File: config.mk
export PLATFORM = sky130hd
export DESIGN_NAME = hub75_scanout
export DESIGN_NICKNAME = d
export VERILOG_FILES = /design/src/rtl/hub75_scanout.sv
export SDC_FILE = /design/constraint.sdc
export NUM_CORES = 1
export LEC_CHECK = 0
export ABC_CLOCK_PERIOD_IN_PS = 5100
export BUFFER_PORTS_ARGS = -buffer_cell sky130_fd_sc_hd__buf_2
export CORE_ASPECT_RATIO = 0.7
export CORE_UTILIZATION = 27
export CTS_BUF_LIST = sky130_fd_sc_hd__clkbuf_4
export DETAILED_ROUTE_END_ITERATION = 7
export GPL_TIMING_DRIVEN = 0
export PLACE_DENSITY = 0.42
export SETUP_SLACK_MARGIN = 0.4
export SLEW_MARGIN = 15
export SYNTH_ARGS = -nofsm -noshare
export SYNTH_HDL_FRONTEND = slang
export SYNTH_SLANG_ARGS = --single-unit
File: constraint.sdc
create_clock -name clk_in -period 5.1 [get_ports clk_in]
set_input_delay 0 -clock clk_in [delete_from_list [all_inputs] [get_ports clk_in]]
set_output_delay 0 -clock clk_in [all_outputs]
set_load 0.02 [all_outputs]
File: src/rtl/hub75_scanout.sv
// HUB75 scan-out engine: reads RGB565 pixels from the line framebuffer and drives a
// 64x32, 1/16-scan panel with 6-plane binary-coded modulation.
module hub75_scanout #(
    parameter int PIXELS_PER_ROW  = 64,
    parameter int BRIGHTNESS_BASE = 8
) (
    input  logic        clk_in,
    input  logic        reset,
    input  logic [7:0]  ram_data_in,
    input  logic [2:0]  rgb_enable,
    input  logic [5:0]  brightness_enable,
    output logic [11:0] ram_address,
    output logic        ram_clk_enable,
    output logic [2:0]  rgb1,
    output logic [2:0]  rgb2,
    output logic [3:0]  row_address,
    output logic        pixel_clock,
    output logic        latch,
    output logic        output_enable
);

    typedef enum logic [1:0] {SHIFT, BLANK, LATCH, DISPLAY} state_t;

    localparam logic [5:0]  LastCol  = 6'(PIXELS_PER_ROW - 1);
    localparam logic [15:0] DispBase = 16'(BRIGHTNESS_BASE);

    // The state registers name the cycle that the next clock edge will put on the pins.
    state_t      state_q;
    logic [5:0]  col_q;
    logic [2:0]  phase_q;
    logic [2:0]  plane_q;
    logic [3:0]  row_q;
    logic [15:0] disp_cnt_q;
    logic        disp_first_q;
    logic [7:0]  up_lo_q;
    logic [7:0]  up_hi_q;
    logic [7:0]  lo_lo_q;
    logic        live_q;
    logic [2:0]  rgb1_q;
    logic [2:0]  rgb2_q;
    logic [2:0]  rgb1_d;
    logic [2:0]  rgb2_d;
    logic [11:0] ram_address_q;
    logic        ram_clk_enable_q;
    logic [3:0]  row_address_q;
    logic        pixel_clock_q;
    logic        latch_q;
    logic        output_enable_q;

    function automatic logic [2:0] plane_bits(input logic [15:0] word, input logic [2:0] plane);
        logic [5:0] r6;
        logic [5:0] g6;
        logic [5:0] b6;
        r6 = {word[15:11], word[15]};
        g6 = word[10:5];
        b6 = {word[4:0], word[4]};
        return {b6[plane], g6[plane], r6[plane]};
    endfunction

    // The last byte is taken straight from the RAM port so colour is valid during P4.
    always_comb begin
        rgb1_d = plane_bits({up_hi_q, up_lo_q}, plane_q) & rgb_enable;
        rgb2_d = plane_bits({ram_data_in, lo_lo_q}, plane_q) & rgb_enable;
    end

    always_ff @(posedge clk_in or negedge reset) begin
        if (!reset) begin
            state_q          <= SHIFT;
            col_q            <= '0;
            phase_q          <= '0;
            plane_q          <= '0;
            row_q            <= '0;
            disp_cnt_q       <= '0;
            disp_first_q     <= 1'b0;
            up_lo_q          <= '0;
            up_hi_q          <= '0;
            lo_lo_q          <= '0;
            live_q           <= 1'b0;
            rgb1_q           <= '0;
            rgb2_q           <= '0;
            ram_address_q    <= '0;
            ram_clk_enable_q <= 1'b0;
            row_address_q    <= '0;
            pixel_clock_q    <= 1'b0;
            latch_q          <= 1'b0;
            output_enable_q  <= 1'b1;
        end else begin
            ram_clk_enable_q <= 1'b0;
            pixel_clock_q    <= 1'b0;
            latch_q          <= 1'b0;
            live_q           <= 1'b0;
            case (state_q)
                SHIFT: begin
                    output_enable_q <= 1'b1;
                    if (phase_q < 3'd4) begin
                        ram_clk_enable_q <= 1'b1;
                        ram_address_q    <= {phase_q[1], row_q, col_q, phase_q[0]};
                    end
                    case (phase_q)
                        3'd2: up_lo_q <= ram_data_in;
                        3'd3: up_hi_q <= ram_data_in;
                        3'd4: begin
                            lo_lo_q <= ram_data_in;
                            live_q  <= 1'b1;
                        end
                        3'd5: begin
                            rgb1_q        <= rgb1_d;
                            rgb2_q        <= rgb2_d;
                            pixel_clock_q <= 1'b1;
                        end
                        default: ;
                    endcase
                    if (phase_q == 3'd5) begin
                        phase_q <= '0;
                        if (col_q == LastCol) begin
                            col_q   <= '0;
                            state_q <= BLANK;
                        end else begin
                            col_q <= col_q + 6'd1;
                        end
                    end else begin
                        phase_q <= phase_q + 3'd1;
                    end
                end
                BLANK: begin
                    output_enable_q <= 1'b1;
                    row_address_q   <= row_q;
                    state_q         <= LATCH;
                end
                LATCH: begin
                    output_enable_q <= 1'b1;
                    latch_q         <= 1'b1;
                    disp_cnt_q      <= (DispBase << plane_q) - 16'd1;
                    disp_first_q    <= 1'b1;
                    state_q         <= DISPLAY;
                end
                DISPLAY: begin
                    // Plane gate is sampled once on entry and held for the whole period.
                    if (disp_first_q) begin
                        output_enable_q <= ~brightness_enable[plane_q];
                        disp_first_q    <= 1'b0;
                    end
                    if (disp_cnt_q == 16'd0) begin
                        state_q <= SHIFT;
                        if (plane_q == 3'd5) begin
                            plane_q <= '0;
                            row_q   <= row_q + 4'd1;
                        end else begin
                            plane_q <= plane_q + 3'd1;
                        end
                    end else begin
                        disp_cnt_q <= disp_cnt_q - 16'd1;
                    end
                end
                default: state_q <= SHIFT;
            endcase
        end
    end

    assign ram_address    = ram_address_q;
    assign ram_clk_enable = ram_clk_enable_q;
    assign rgb1           = live_q ? rgb1_d : rgb1_q;
    assign rgb2           = live_q ? rgb2_d : rgb2_q;
    assign row_address    = row_address_q;
    assign pixel_clock    = pixel_clock_q;
    assign latch          = latch_q;
    assign output_enable  = output_enable_q;

endmodule

# == Word level (Yosys, flattened, before mapping) ==
# Cells that the tools add are included.
# op_classes
add_sub_neg,6
n_lt_le_gt_ge,2
n_eq_ne,14
shift,1
muxes,35
bitwise_logic,3
reduce_logical,13
# op_table
op,n
$pmux W16 S2,1
$sub A16 B1 Y16 const B,2
$bmux W1 S3,7
$logic_not A16 Y1,1
$mux W16,1
$shl A4 B3 Y16 const A,1
$mux W1,15
$reduce_and A2 Y1,7
$mux W3,4
$ne A2 B2 Y1 const B,5
$eq A3 B3 Y1 const B,3
$pmux W2 S4,1
$add A3 B1 Y3 const B,2
$add A6 B1 Y6 const B,1
$and A3 B3 Y3,2
$eq A3 B2 Y1 const B,2
$eq A6 B6 Y1 const B,1
$mux W2,3
$mux W6,1
$reduce_and A3 Y1,2
$add A4 B1 Y4 const B,1
$eq A2 B2 Y1 const B,2
$lt A3 B4 Y1 const B,1
$pmux W1 S2,2
6 further kinds,6
# totals
reg_bits,86
input_bits,19
out_inout_bits,26
word_cells,93

# == Depth between registers and ports, before layout ==
# depth
depth_word,5
ltp_mapped,10
ltp_nobuf,9

# == Least setup slack after synthesis ==
# Ideal clock, no wire load.
# synth_timing
path_type,flip-flop to flip-flop
from,reg plane_q[2]
to,reg disp_cnt_q[12]
setup_ps,140
arrival_time_ps,2091
required_ps,4960
slack_ps,2869
path_stages_with_launch,10
path_buffers,1
synth_period_minus_slack_ps,2231
path_cell_list,dfrtp_1 > buf_2 > clkinv_1 > ha_1 > nor2_1 > a22oi_2 > a2111oi_4 > nand3_1 > o21ai_0 > a221oi_1
# synth_via
elab_chain_cells,3
# synth_rtl
item,line,rtl
from (decl),31,logic [2:0] plane_q;
from (signal assigned),149,plane_q <= plane_q + 3'd1;
$shl A4 B3 Y16,133,disp_cnt_q <= (DispBase << plane_q) - 16'd1;
$sub A16 B1 Y16,133,
$pmux W16 S2,92,case (state_q)
to (signal assigned),133,
to (signal assigned),152,disp_cnt_q <= disp_cnt_q - 16'd1;
to (decl),33,logic [15:0] disp_cnt_q;
# Every way passes these cells.
# A chain may end at the register's enable or synchronous reset.

# == Worst setup path after layout ==
# Same ends and word-level chain as after synthesis.

==> metrics <==
Data required, critical path=5.42 ns; Yosys warnings=0; setup TNS=0 ns; grt total ovfl=0; post-CTS sizing=0; M2 GR Usage=between 10% and 20%; most frequent cell after synthesis=dfrtp_1; sequential fraction of the synthesis area=47.0%; CP Capture Type=flip-flop; pwr/cell area=209 nW/um2; Final #Nets=approximately 530; Worst VDD drop=0.0976 mV; Longest Clk Path Bufs=2; CTS HTree Levels=3; hold_ws=about 0.35 ns; number of global-route vias before repair=roughly 3300; Clk Latency, worst-skew pair=~0.46 ns; global route hottest layer=met1; total wire length=roughly 11 mm; ant diodes=0; first-pass GRT wire length=~18 mm; CP Max Fanout=10; Die W=158 um; vias per cell=between 4 and 5; Critical-path top delay cell=dfrtp_1; GR Layer Usage met3=~3%; Post-synth top cells=85 x dfrtp_1, 42 x mux2_2, 40 x nand2_1; Post-Synthesis Cells=425; Worst slew margin=46.0%; maximum clock rate=~0.36 GHz; largest net degree at the start of global routing=57; Post-Synthesis Net Count=about 460; fin crit share=54.7%; fin crit period=between 2 and 3 ns; full die area=17500 um2; max incr delay on CP=0.52 ns; Final Cell Area=5410 um2; Yosys top cell by area=dfrtp_1; cells along the critical path=buf_2 -> clkinv_1 -> ha_1 -> nor2_1 -> a22oi_2 -> a2111oi_4 -> nand3_1 -> o21ai_0 -> a221oi_1; DP HPWL=between 7 and 8 mm; Post-Syn Area=around 4600 um2; Die Height=about 110 um; Synth Area per Inst=10.8 um2; number of synthesized flops with an enable pin=0; crit start category=flip-flop; num ports=45; Starting Density=between 20% and 30%; GRT Total Usage=13.4%; Synth cell types=between 60 and 70; Hold Crit Class=in2reg; Yosys top cell area share=46.4%; Worst-Margin Slew=0.807 ns; DP Area=5110 um2; DRC=0; RSZ-0062 raised after global routing=no; status=finished clean; Leakage=0.00237 uW; drt first pass iters=4; CTS tree=yes; area delta synth->final=18.0%; drt initial violations=between 150 and 200; Slew Viols, Final=0; Num Clock Sinks=86; met1 GRT Util=20.6%; initial antenna violation count=0; ys flop type=dfrtp_1; Tot Pwr=between 1000 and 1500 uW; root buffer cell=clkbuf_4; async set-or-reset flop fraction in the synthesized netlist=between 90% and 100%; Layout Skew=0.0162 ns; final setup fails=0; final hold viol count=0; via count=about 3400; largest cells by area after synthesis=dfrtp_1 46%, mux2_2 10%, o21ai_0 3.8%; total of max-cap violations=0; Avg WL per Cell=approximately 15 um; layout cells sized above 1=27.0%; CORE AREA=roughly 16000 um2; clock-pin slew on the worst setup and hold paths=around 0.15 ns; register bit total from synthesis=between 80 and 90; number of port buffers=44; row count=39; Crit path arrival time=3.12 ns; CP Class=reg2reg; ANT nets after route=0; total CTS buffers=9; GPL Wtd Cong=approximately 0.80
==> placed cells by master (no fill, tap or decap), types with 4 or more instances in the layout <==
cell           instances
dfrtp_1               85
mux2i_1               13
a31oi_1                5
clkbuf_4               9
nand4_1                4
xnor2_1                7
o21ai_0               35
nor3_1                 8
xor2_1                 7
and3_1                 4
a21oi_1               14
or3_1                  4
buf_2                 50
nor2_1                28
o22ai_1                9
inv_1                 15
nand3_1               14
clkbuf_1               6
ha_1                  12
mux2_2                42
nand2_1               40
dlygate4sd3_1         17
nand2b_1               5
==> final timing paths <==
| check | startpoint | endpoint | slack, ns | cells after the start |
|---|---|---|---|---|
| worst min-delay path | rgb_enable[1] | rgb1_q[1] | 0.35 | 4 |
| worst max register to register | plane_q[2] | disp_cnt_q[12] | 2.31 | 9 |
| worst max-delay path | plane_q[2] | disp_cnt_q[12] | 2.31 | 9 |
| min in group asynchronous | reset | row_address[1] | 0.51 | 3 |
| worst min register to register | disp_first_q | disp_first_q | 0.50 | 2 |
| max in group asynchronous | reset | col_q[2] | 3.41 | 4 |
==> stage by stage <==
stage               util (%)  std cells  setup WS [ns]
finish                  32.9        728           2.31
global route            32.9        728           2.06
CTS                     32.9        728           2.33
detailed placement      31.1        695           2.37
global placement        30.9        694           2.33
floorplan                  -        425           2.87
==> critical path: cells and delay by family, from the launching register on <==
family	cells	cell delay [ns]
buffers and inverters	2	0.64
AO/OA/AOI/OAI	4	0.79
flip-flops	1	0.52
adder cells (fa/ha/maj)	1	0.41
AND/OR/NAND/NOR	2	0.30
==> registers in the layout, indices dropped and copies added (netlist names), 2 cells and up <==
register	cells
disp_cnt_q	16
ram_address	12
lo_lo_q	8
up_hi_q	8
up_lo_q	8
col_q	6
row_address	4
row_q	4
phase_q	3
plane_q	3
rgb1_q	3
rgb2_q	3
state_q	2
==> cells by family after synthesis <==
group | share of synthesized area, %
buffers and inverters | 3.55
adders and majority gates | 3.28
muxes | 15.0
and+or+nand+nor | 15.4
DFF | 47.0
xor gates and xnor gates | 2.68
AOI/OAI and AO/OA | 13.1
==> cell type report <==
type                    count  area, um2
fillers                  1703      11000
flip-flops and latches     86       2150
clock buffers               9       67.6
repair buffers             62        420
clock inverters             7       56.3
inverters                  16       60.1
well taps                 225        282
multi-input cells         305       2270
plain buffers              18        103
==> timing repair <==
action	4_1_cts	5_1_grt
setup buffers	0	0
endpoints found under the hold margin	117	0
hold buffers	17	0
setup endpoints to repair	0	0
==> routing by layer <==
metal | part of all wire, % | vias up
met5 | 0 | -
met3 | 5.1 | 8
li1 | - | 1668
met2 | 41 | 75
met1 | 53 | 1644
met4 | 0.97 | 0
==> where the power goes <==
part | leakage [uW] | internal, uW | switching (uW)
combinational | 0.00119 | 31.0 | 34.4
clock | 0.0000621 | 105 | 262
sequential | 0.00112 | 694 | 6.22
total | 0.00237 | 830 | 302
No activity file was read; power rests on OpenSTA's default activity.
